===== src/rtl/tpg_mp.sv =====
// tpg_mp: multi-pixel-per-clock video test pattern generator.
// Raster counters run in clock units (PORT_NUM pixels per clock), one
// registered decode stage produces sync/DE/pixel data, and configuration is
// held in shadow registers that reload only at frame boundaries.
module tpg_mp #(
    parameter int unsigned PORT_NUM = 2,
    parameter int unsigned DATA_W   = 8
) (
    input  logic                           PIXEL_CLK_I,
    input  logic                           RESETN_I,
    input  logic [15:0]                    HSYNC_I,
    input  logic [15:0]                    HBP_I,
    input  logic [15:0]                    HACTIVE_I,
    input  logic [15:0]                    HFP_I,
    input  logic [15:0]                    VSYNC_I,
    input  logic [15:0]                    VBP_I,
    input  logic [15:0]                    VACTIVE_I,
    input  logic [15:0]                    VFP_I,
    input  logic [2:0]                     PATTERN_I,
    input  logic [3*DATA_W-1:0]            SOLID_RGB_I,
    input  logic                           EN_I,
    input  logic                           UPDATE_I,
    output logic                           UPDATE_ACK_O,
    output logic                           HS_O,
    output logic                           VS_O,
    output logic                           DE_O,
    output logic [PORT_NUM*3*DATA_W-1:0]   RGB_O,
    output logic [15:0]                    ACTIVE_X_O,
    output logic [15:0]                    ACTIVE_Y_O,
    output logic [15:0]                    FRAME_CNT_O,
    output logic                           SOF_O,
    output logic                           CFG_ERR_O
);

    localparam int unsigned SH = (PORT_NUM == 4) ? 2 : ((PORT_NUM == 2) ? 1 : 0);
    localparam int unsigned PW = 3 * DATA_W;

    typedef enum logic {S_IDLE = 1'b0, S_RUN = 1'b1} state_e;

    state_e                       state_q;
    logic [17:0]                  x_q, y_q;
    logic                         pend_q, ack_q, err_q;
    logic [15:0]                  fcnt_q;
    logic [15:0]                  hsync_q, hbp_q, hact_q, hfp_q;
    logic [15:0]                  vsync_q, vbp_q, vact_q, vfp_q;
    logic [2:0]                   pattern_q;
    logic [PW-1:0]                solid_q;
    logic [15:0]                  barw_q;
    logic                         hs_q, vs_q, de_q, sof_q;
    logic [15:0]                  ax_q, ay_q;
    logic [PORT_NUM*PW-1:0]       rgb_q;

    logic [17:0] h_tot, ht_m1, hs_end, dxs, dxe, v_tot, vt_m1, dys, dye;
    logic        line_end, frame_end, reload, load_en, cfg_bad;
    logic        hs_d, vs_d, de_d;
    logic [15:0] ax_d, ay_d, px;
    logic [2:0]  idx;
    logic [PW-1:0] col;
    logic [PORT_NUM*PW-1:0] rgb_d;

    function automatic logic [PW-1:0] bar_rgb(input logic [2:0] i);
        logic [2:0] f;
        case (i)
            3'd0:    f = 3'b111;
            3'd1:    f = 3'b110;
            3'd2:    f = 3'b011;
            3'd3:    f = 3'b010;
            3'd4:    f = 3'b101;
            3'd5:    f = 3'b100;
            3'd6:    f = 3'b001;
            default: f = 3'b000;
        endcase
        return {{DATA_W{f[2]}}, {DATA_W{f[1]}}, {DATA_W{f[0]}}};
    endfunction

    // Raster limits in clock units derived from the shadow configuration.
    always_comb begin
        h_tot     = 18'(hsync_q) + 18'(hbp_q) + 18'(hact_q) + 18'(hfp_q);
        ht_m1     = (h_tot >> SH) - 18'd1;
        hs_end    = 18'(hsync_q) >> SH;
        dxs       = (18'(hsync_q) + 18'(hbp_q)) >> SH;
        dxe       = (18'(hsync_q) + 18'(hbp_q) + 18'(hact_q)) >> SH;
        v_tot     = 18'(vsync_q) + 18'(vbp_q) + 18'(vact_q) + 18'(vfp_q);
        vt_m1     = v_tot - 18'd1;
        dys       = 18'(vsync_q) + 18'(vbp_q);
        dye       = dys + 18'(vact_q);
        line_end  = (x_q == ht_m1);
        frame_end = line_end && (y_q == vt_m1);
        reload    = pend_q | UPDATE_I;
        load_en   = ((state_q == S_IDLE) && EN_I) ||
                    ((state_q == S_RUN) && frame_end && reload);
        cfg_bad   = (HACTIVE_I == 16'd0) || (VACTIVE_I == 16'd0);
    end

    // Timing decode and per-port pattern generation from the current counters.
    always_comb begin
        hs_d  = (x_q < hs_end);
        vs_d  = (y_q < 18'(vsync_q));
        de_d  = (x_q >= dxs) && (x_q < dxe) && (y_q >= dys) && (y_q < dye);
        ax_d  = de_d ? 16'((x_q - dxs) << SH) : '0;
        ay_d  = de_d ? 16'(y_q - dys) : '0;
        px    = '0;
        idx   = '0;
        col   = '0;
        rgb_d = '0;
        for (int unsigned p = 0; p < PORT_NUM; p++) begin
            px  = ax_d + 16'(p);
            // Bar index as a count of crossed thresholds k*W, so no divider.
            idx = '0;
            for (int unsigned k = 1; k < 8; k++) begin
                if (32'(px) >= k * 32'(barw_q)) idx = idx + 3'd1;
            end
            case (pattern_q)
                3'd0:    col = solid_q;
                3'd1:    col = bar_rgb(idx);
                3'd2:    col = {3{DATA_W'(px)}};
                3'd3:    col = {PW{px[5] ^ ay_d[5]}};
                default: col = '0;
            endcase
            rgb_d[p*PW +: PW] = de_d ? col : '0;
        end
    end

    // Shadow configuration: captured on enable in IDLE or at a serviced frame end.
    always_ff @(posedge PIXEL_CLK_I or negedge RESETN_I) begin
        if (!RESETN_I) begin
            hsync_q <= '0; hbp_q <= '0; hact_q <= '0; hfp_q <= '0;
            vsync_q <= '0; vbp_q <= '0; vact_q <= '0; vfp_q <= '0;
            pattern_q <= '0;
            solid_q   <= '0;
            barw_q    <= '0;
        end else if (load_en) begin
            hsync_q <= HSYNC_I; hbp_q <= HBP_I; hact_q <= HACTIVE_I; hfp_q <= HFP_I;
            vsync_q <= VSYNC_I; vbp_q <= VBP_I; vact_q <= VACTIVE_I; vfp_q <= VFP_I;
            pattern_q <= PATTERN_I;
            solid_q   <= SOLID_RGB_I;
            barw_q    <= (HACTIVE_I[15:3] == 13'd0) ? 16'd1 : {3'b000, HACTIVE_I[15:3]};
        end
    end

    // Control FSM: raster counters, update handshake, frame count, config error.
    always_ff @(posedge PIXEL_CLK_I or negedge RESETN_I) begin
        if (!RESETN_I) begin
            state_q <= S_IDLE;
            x_q     <= '0;
            y_q     <= '0;
            pend_q  <= 1'b0;
            ack_q   <= 1'b0;
            err_q   <= 1'b0;
            fcnt_q  <= '0;
        end else begin
            ack_q <= 1'b0;
            case (state_q)
                S_IDLE: begin
                    x_q    <= '0;
                    y_q    <= '0;
                    pend_q <= 1'b0;
                    if (EN_I) begin
                        if (cfg_bad) begin
                            err_q <= 1'b1;
                        end else begin
                            err_q   <= 1'b0;
                            state_q <= S_RUN;
                        end
                    end
                end
                default: begin
                    if (UPDATE_I) pend_q <= 1'b1;
                    if (line_end) begin
                        x_q <= '0;
                        y_q <= (y_q == vt_m1) ? '0 : y_q + 18'd1;
                    end else begin
                        x_q <= x_q + 18'd1;
                    end
                    if (frame_end) begin
                        fcnt_q <= fcnt_q + 16'd1;
                        // A request arriving on the frame-end cycle is serviced here too.
                        if (reload) begin
                            ack_q  <= 1'b1;
                            pend_q <= 1'b0;
                            if (cfg_bad) begin
                                err_q   <= 1'b1;
                                state_q <= S_IDLE;
                            end
                        end
                        if (!EN_I) state_q <= S_IDLE;
                    end
                end
            endcase
        end
    end

    // Output pipeline register: decoded values aligned one clock after counters.
    always_ff @(posedge PIXEL_CLK_I or negedge RESETN_I) begin
        if (!RESETN_I) begin
            hs_q <= 1'b0; vs_q <= 1'b0; de_q <= 1'b0; sof_q <= 1'b0;
            ax_q <= '0; ay_q <= '0; rgb_q <= '0;
        end else if (state_q == S_RUN) begin
            hs_q  <= hs_d;
            vs_q  <= vs_d;
            de_q  <= de_d;
            sof_q <= (x_q == '0) && (y_q == '0);
            ax_q  <= ax_d;
            ay_q  <= ay_d;
            rgb_q <= rgb_d;
        end else begin
            hs_q <= 1'b0; vs_q <= 1'b0; de_q <= 1'b0; sof_q <= 1'b0;
            ax_q <= '0; ay_q <= '0; rgb_q <= '0;
        end
    end

    assign UPDATE_ACK_O = ack_q;
    assign HS_O         = hs_q;
    assign VS_O         = vs_q;
    assign DE_O         = de_q;
    assign RGB_O        = rgb_q;
    assign ACTIVE_X_O   = ax_q;
    assign ACTIVE_Y_O   = ay_q;
    assign FRAME_CNT_O  = fcnt_q;
    assign SOF_O        = sof_q;
    assign CFG_ERR_O    = err_q;

endmodule

===== config.mk =====
export PLATFORM = sky130hd
export DESIGN_NAME = tpg_mp
export DESIGN_NICKNAME = d
export VERILOG_FILES = /design/src/rtl/tpg_mp.sv
export SDC_FILE = /design/constraint.sdc
export NUM_CORES = 1
export LEC_CHECK = 0
export ABC_AREA = 0
export CORE_UTILIZATION = 35
export CTS_CLUSTER_SIZE = 25
export DETAILED_ROUTE_END_ITERATION = 12
export PLACE_DENSITY = 0.52
export SLEW_MARGIN = 20
export SYNTH_ARGS = -nofsm -noshare
export SYNTH_HDL_FRONTEND = slang
export SYNTH_SLANG_ARGS = --single-unit

===== constraint.sdc =====
create_clock -name PIXEL_CLK_I -period 23.1 [get_ports PIXEL_CLK_I]
set_input_delay 2.31 -clock PIXEL_CLK_I [delete_from_list [all_inputs] [get_ports PIXEL_CLK_I]]
set_output_delay 2.31 -clock PIXEL_CLK_I [all_outputs]
set_load 0.01 [all_outputs]

# [Yosys cells after proc, flatten, opt, wreduce, memory -nomap -nowiden]
# Index checks and enable logic that the tools add are counted.
# Widths: inputs -> output; s select.
[op_classes] n_addsub=26 multipliers=4 magnitude_cmp=20 eq_ne=21 muxes=54 n_bitwise=4 reduce_logical=21
[ops] op="$pmux 24 s4" n=2
[ops] op="$ge 16x19->1" n=6
[ops] op="$mux 18" n=5
[ops] op="$ge 16x18->1" n=4
[ops] op="$mux 16" n=4
[ops] op="$mux 24" n=2
[ops] op="$mux 48" n=1
[ops] op="$pmux 3 s7" n=2
[ops] op="$mul 3x16->19 const A" n=2
[ops] op="$add 17x16->18" n=2
[ops] op="$add 18x1->18 const B" n=2
[ops] op="$add 18x16->18" n=2
[ops] op="$add 3x1->3 const B" n=12
[ops] op="$eq 18x18->1" n=2
[ops] op="$logic_not 18->1" n=2
[ops] op="$mul 2x16->18 const A" n=2
[ops] op="$mux 3" n=12
[ops] op="$add 16x16->17" n=2
[ops] op="$ge 16x17->1" n=2
[ops] op="$add 16x1->16 const B" n=2
[ops] op="$ge 16x16->1" n=2
[ops] op="$logic_not 16->1" n=2
[ops] op="$mux 1" n=25
[ops] op="$eq 3x2->1 const B" n=6
[ops] op="24 further kinds" n=45
[totals] regBits=311 inputBits=159 output_inout_bits=102

# [Longest topological paths before layout]
[logic_depth] ltp_word=27 ltp_mapped=60

# [Worst setup path after synthesis]
# Ideal clock, no wire load.
[synth_timing] kind="reg2reg" from="register hsync_q[1]" to="register rgb_q[8], in the netlist RGB_O[8]" arrival_time_ps=10535 t_required_ps=22965 slack_ps=12430 stages_incl_launch_ff=57 synth_period_minus_slack_ps=10670 path_cell_list="dfrtp_1 > ha_1 > a21o_1 > a21oi_1 > o21bai_1 > a21oi_1 > o21bai_1 > a21oi_1 > o21bai_1 > a21oi_1 > o21ai_0 > a21o_1 > a21oi_1 > xnor2_1 > ha_1 > inv_1 > or3_1 > or3_1 > [... 21 more ...] > xnor2_1 > inv_1 > ha_1 > and2_1 > a21o_1 > ha_1 > nor2b_1 > nor2_1 > ha_1 > nand2_1 > o31ai_1 > ha_1 > nor2b_1 > xnor2_1 > xnor3_1 > xnor2_1 > nand2_1 > o21ai_0"
[synth_between] elab_chain_cells=26 elab_cells_between_ends=42
[synth_lines] item="from (decl)" line_no="44" text="logic [15:0] hsync_q, hbp_q, hact_q, hfp_q;"
[synth_lines] item="from (signal assigned)" line_no="127" text="hsync_q <= '0; hbp_q <= '0; hact_q <= '0; hfp_q <= '0;"
[synth_lines] item="from (signal assigned)" line_no="133" text="hsync_q <= HSYNC_I; hbp_q <= HBP_I; hact_q <= HACTIVE_I; hfp_q <= HFP_I;"
[synth_lines] item="$add 16x16->17 (*)" line_no="81, 82"
[synth_lines] item="$add 17x16->18" line_no="82" text="dxe = (18'(hsync_q) + 18'(hbp_q) + 18'(hact_q)) >> SH;"
[synth_lines] item="$lt 18x17->1" line_no="99" text="de_d = (x_q >= dxs) && (x_q < dxe) && (y_q >= dys) && (y_q < dye);"
[synth_lines] item="$logic_and 1x1->1 (3 in series)" line_no="99"
[synth_lines] item="$mux 16" line_no="100" text="ax_d = de_d ? 16'((x_q - dxs) << SH) : '0;"
[synth_lines] item="$ge 16x16->1" line_no="111" text="if (32'(px) >= k * 32'(barw_q)) idx = idx + 3'd1;"
[synth_lines] item="$mux 1" line_no="111"
[synth_lines] item="$add 3x1->3" line_no="111"
[synth_lines] item="[... 8 more ...]"
[synth_lines] item="$mux 3" line_no="111"
[synth_lines] item="$add 3x1->3" line_no="111"
[synth_lines] item="$mux 3" line_no="111"
[synth_lines] item="$eq 3x3->1 (tied with other cells)" line_no="63" text="case (i)"
[synth_lines] item="$pmux 3 s7" line_no="63"
[synth_lines] item="$pmux 24 s4" line_no="113" text="case (pattern_q)"
[synth_lines] item="$mux 24 (*)" line_no="120" text="rgb_d[p*PW +: PW] = de_d ? col : '0;"
[synth_lines] item="$mux 48 (*)" line_no="198" text="end else if (state_q == S_RUN) begin"
[synth_lines] item="to (signal assigned)" line_no="205" text="rgb_q <= rgb_d;"
[synth_lines] item="to (decl)" line_no="51" text="logic [PORT_NUM*PW-1:0] rgb_q;"
# Every way passes the cells marked *; elsewhere a longest branch is shown, timed or not.
# A chain may end at the register's enable or synchronous reset.

# [Worst setup path in the final report]
# Ends and elaborated chain as after synthesis.

==> flow_summary.html <==
<table>
<tr><th>Metric</th><th>Value</th></tr>
<tr><th colspan="2">Status</th></tr>
<tr><td>Result of the run</td><td>completed</td></tr>
<tr><th colspan="2">Global route</th></tr>
<tr><td>Total routing usage reported by global routing</td><td>21.76%</td></tr>
<tr><td>Antenna violations before repair</td><td>2</td></tr>
<tr><td>Wire length of the first global-routing pass</td><td>130.1 mm</td></tr>
<tr><td>Number of global-route vias before repair</td><td>21880</td></tr>
<tr><td>Overflow left after global routing</td><td>0</td></tr>
<tr><td>Maximum number of pins on one net before global-route repair</td><td>149</td></tr>
<tr><th colspan="2">Critical path</th></tr>
<tr><td>CP Class</td><td>reg2reg</td></tr>
<tr><td>Most frequent cell on the critical path</td><td>sky130_fd_sc_hd__ha_1</td></tr>
<tr><td>Critical path required time</td><td>23.53 ns</td></tr>
<tr><td>Nature of the critical path endpoint</td><td>flip-flop</td></tr>
<tr><td>Crit start category</td><td>flip-flop</td></tr>
<tr><td>Worst endpoint data arrival time</td><td>13.25 ns</td></tr>
<tr><td>Critical path fanouts, max</td><td>25</td></tr>
<tr><td>Cell at the slowest stage of the critical path</td><td>sky130_fd_sc_hd__o41ai_1</td></tr>
<tr><td>Largest stage delay on the critical path</td><td>0.82 ns</td></tr>
<tr><th colspan="2">Place</th></tr>
<tr><td>Port Buf Inserts</td><td>259</td></tr>
<tr><td>RD Place Congestion</td><td>0.8900</td></tr>
<tr><td>Detailed Place HPWL</td><td>65.59 mm</td></tr>
<tr><th colspan="2">Power</th></tr>
<tr><td>Power per cell area</td><td>78.79 nW/um^2</td></tr>
<tr><td>Total power</td><td>2.467 mW</td></tr>
<tr><td>IR drop worst, VDD</td><td>57.99 uV</td></tr>
<tr><td>Leakage power of the design</td><td>15.50 nW</td></tr>
<tr><th colspan="2">Floorplanning</th></tr>
<tr><td>Floorplan die width</td><td>276.4 um</td></tr>
<tr><td>Number of rows created at floorplan</td><td>100</td></tr>
<tr><td>Floorplan die area</td><td>76420 um^2</td></tr>
<tr><td>Initial core utilization</td><td>35.41%</td></tr>
<tr><td>Number of top-level design ports</td><td>261</td></tr>
<tr><td>Floorplan core area</td><td>74450 um^2</td></tr>
<tr><td>Die Height</td><td>276.4 um</td></tr>
<tr><th colspan="2">Synth</th></tr>
<tr><td>Cell accounting for the most synthesized area</td><td>sky130_fd_sc_hd__dfrtp_1</td></tr>
<tr><td>Async set-reset flop share out of synthesis</td><td>100.0%</td></tr>
<tr><td>Number of distinct standard cells referenced by the synthesized netlist</td><td>76</td></tr>
<tr><td>Number of synthesized register bits</td><td>307</td></tr>
<tr><td>Most frequently used cell type in the post-synthesis netlist</td><td>sky130_fd_sc_hd__ha_1</td></tr>
<tr><td>Syn. warnings</td><td>0</td></tr>
<tr><td>Mapped Area</td><td>26360 um^2</td></tr>
<tr><td>Most numerous cell types in the synthesized netlist</td><td>365 x sky130_fd_sc_hd__ha_1, 307 x sky130_fd_sc_hd__dfrtp_1, 237 x sky130_fd_sc_hd__inv_1</td></tr>
<tr><td>Number of enable-type register cells in the synthesized netlist</td><td>0</td></tr>
<tr><td>Average cell area after synthesis</td><td>9.422 um^2</td></tr>
<tr><td>Share of the yosys chip area belonging to registers</td><td>29.14%</td></tr>
<tr><td>Top-area cell type share of the netlist area</td><td>29.14%</td></tr>
<tr><td>Synth top area cells</td><td>sky130_fd_sc_hd__dfrtp_1 29%, sky130_fd_sc_hd__ha_1 17%, sky130_fd_sc_hd__mux2_4 6.2%</td></tr>
<tr><td>Most instantiated flip-flop cell in the synthesis netlist</td><td>sky130_fd_sc_hd__dfrtp_1</td></tr>
<tr><td>Net count of the mapped netlist</td><td>3345</td></tr>
<tr><td>Post-Synthesis Cells</td><td>2798</td></tr>
<tr><th colspan="2">STA</th></tr>
<tr><td>Maximum operating frequency</td><td>0.07800 GHz</td></tr>
<tr><td>Skew final</td><td>0.04231 ns</td></tr>
<tr><td>RSZ-0062 raised after global routing</td><td>no</td></tr>
<tr><td>Setup TNS after final layout</td><td>0 ns</td></tr>
<tr><td>Final min period</td><td>12.82 ns</td></tr>
<tr><td>Ratio of final minimum period to clock period</td><td>55.50%</td></tr>
<tr><td>Number of endpoints failing setup at the final stage</td><td>0</td></tr>
<tr><td>Transition time at the pin with the least slew margin</td><td>1.116 ns</td></tr>
<tr><td>Slew Limit Headroom</td><td>25.63%</td></tr>
<tr><td>Final hold viol count</td><td>0</td></tr>
<tr><td>WHS</td><td>0.4740 ns</td></tr>
<tr><td>Final Slew Violations</td><td>0</td></tr>
<tr><th colspan="2">Cells and area</th></tr>
<tr><td>Number of fillers in the final layout</td><td>7221</td></tr>
<tr><td>Number of nets at the end of the flow</td><td>3592</td></tr>
<tr><td>Area taken by multi-input logic gates</td><td>17420 um^2</td></tr>
<tr><td>Fin util</td><td>42.07%</td></tr>
<tr><td>Area growth from synthesis to layout</td><td>18.80%</td></tr>
<tr><td>Layout cell share with drive strength beyond 1</td><td>9.414%</td></tr>
<tr><td>Sequential cell area</td><td>7682 um^2</td></tr>
<tr><th colspan="2">CTS</th></tr>
<tr><td>Clock tree buffer depth</td><td>3</td></tr>
<tr><td>Setup Fix Bufs, Post-CTS</td><td>0</td></tr>
<tr><td>Clock latency on the worst-skew pair</td><td>0.60 ns</td></tr>
<tr><td>CTS H-tree lvls</td><td>2</td></tr>
<tr><td>Hold-fix buffer count after cts</td><td>0</td></tr>
<tr><td>Clock slew at the register clock pins of the worst setup and hold paths</td><td>0.06 ns</td></tr>
<tr><td>Post-CTS sizing</td><td>0</td></tr>
<tr><td>TritonCTS clock tree</td><td>built</td></tr>
<tr><td>Count of clock tree sinks</td><td>307</td></tr>
<tr><td>Clock tree root buffer cell</td><td>sky130_fd_sc_hd__clkbuf_16</td></tr>
<tr><td>Number of buffers inserted during clock tree synthesis</td><td>39</td></tr>
<tr><th colspan="2">Drt</th></tr>
<tr><td>Post-Route WL</td><td>83.38 mm</td></tr>
<tr><td>Number of vias after detailed routing</td><td>21610</td></tr>
<tr><td>Residual antenna-violating net count after detailed routing</td><td>0</td></tr>
<tr><td>Detailed router's first-iteration violation count</td><td>1267</td></tr>
<tr><td>Number of detailed-routing iterations run before antenna repair</td><td>5</td></tr>
<tr><td>Number of vias per cell after detailed routing</td><td>5.349</td></tr>
<tr><td>WL per Instance</td><td>20.63 um</td></tr>
<tr><td>Post-route DRC violation count</td><td>0</td></tr>
<tr><th colspan="2">Flow run</th></tr>
<tr><td>Max-Cap Viols</td><td>0</td></tr>
<tr><th colspan="2">Min path</th></tr>
<tr><td>Class of the tightest hold or removal check</td><td>reg2reg</td></tr>
</table>
==> where the power goes <==
group	internal (mW)	total [mW]	switching, mW
sequential	0.570	0.629	0.0591
clock	0.385	0.652	0.267
combinational	0.503	1.19	0.684
total	1.46	2.47	1.01
==> path summary, 6_finish.rpt <==
| path | from | end | slack, ns | cells past startpoint |
|---|---|---|---|---|
| hold / removal | FRAME_CNT_O[15] | FRAME_CNT_O[15] | 0.47 | 1 |
| min in group asynchronous | RESETN_I | hfp_q[7] | 1.67 | 1 |
| setup reg to reg | hsync_q[1] | RGB_O[8] | 10.28 | 57 |
| max in group asynchronous | RESETN_I | RGB_O[4] | 19.20 | 3 |
| hold reg to reg | FRAME_CNT_O[15] | FRAME_CNT_O[15] | 0.47 | 1 |
| setup / recovery | hsync_q[1] | RGB_O[8] | 10.28 | 57 |
==> cell families (layout without fill, tap and decap cells) <==
family,count (synthesis),after routing,synth area share (%)
AND/OR/NAND/NOR,785,785,15.08
AO/OA/AOI/OAI,614,614,15.30
adder cells (fa/ha/maj),389,389,19.11
buffers and inverters,308,580,4.817
flip-flops,307,307,29.14
XOR/XNOR,213,213,7.286
multiplexers,181,181,9.246
other,1,3,0.01423
==> area by class of cell <==
cell class                      instances  area share, %
Multi-Input combinational cell       2183          55.63
Clock inverter                         15         0.7871
Timing Repair Buffer                  277          8.806
Sequential cell                       307          24.53
Clock buffer                           51          3.516
Inverter                              237          2.841
Antenna cell                            2        0.01598
Tap cell                              969          3.871
==> cell usage in the layout, fill, tap and decap left out, types with 88 or more instances in the layout <==
cell / n
sky130_fd_sc_hd__a21o_1: 88
sky130_fd_sc_hd__a21oi_1: 155
sky130_fd_sc_hd__clkdlybuf4s50_1: 258
sky130_fd_sc_hd__dfrtp_1: 307
sky130_fd_sc_hd__ha_1: 365
sky130_fd_sc_hd__inv_1: 237
sky130_fd_sc_hd__mux2_4: 109
sky130_fd_sc_hd__nand2_1: 185
sky130_fd_sc_hd__nor2_1: 166
sky130_fd_sc_hd__o21ai_0: 121
sky130_fd_sc_hd__xnor2_1: 136
==> worst max-delay path, delay by kind of cell, from the launching register on <==
| family | cells | cell delay, ns |
|---|---|---|
| buffers and inverters | 3 | 0.53 |
| DFF | 1 | 0.41 |
| adders and majority gates | 9 | 2.55 |
| and+or+nand+nor | 15 | 2.64 |
| xor gates and xnor gates | 5 | 1.21 |
| AOI/OAI and AO/OA | 25 | 5.31 |
==> layer usage <==
metal / routed length, um / GRT usage [%] / share of wire [%]
met3: 3531 / 2.349 / 4.2
met2: 39930 / 36.84 / 48
met4: 2073 / 5.902 / 2.5
met1: 37850 / 29.29 / 45
met5: 0 / 0 / 0
==> per-stage QoR <==
stage	setup WS, ns	instance area (um^2)	std cells
finish	10.28	31320	4041
global route	9.141	31310	4040
CTS	10.39	31310	4039
detailed placement	10.47	29960	3973
global placement	10.81	29960	3973
floorplan	12.43	26360	2798
==> sequential cells by signal, summed over array words and instances (netlist names), 3 cells and up <==
name         cells
ACTIVE_X_O      15
ACTIVE_Y_O      16
FRAME_CNT_O     16
RGB_O           48
barw_q          13
hact_q          16
hbp_q           16
hfp_q           16
hsync_q         16
pattern_q        3
solid_q         24
vact_q          16
vbp_q           16
vfp_q           16
vsync_q         16
x_q             18
y_q             18
Power figures use the tool's default switching activity.
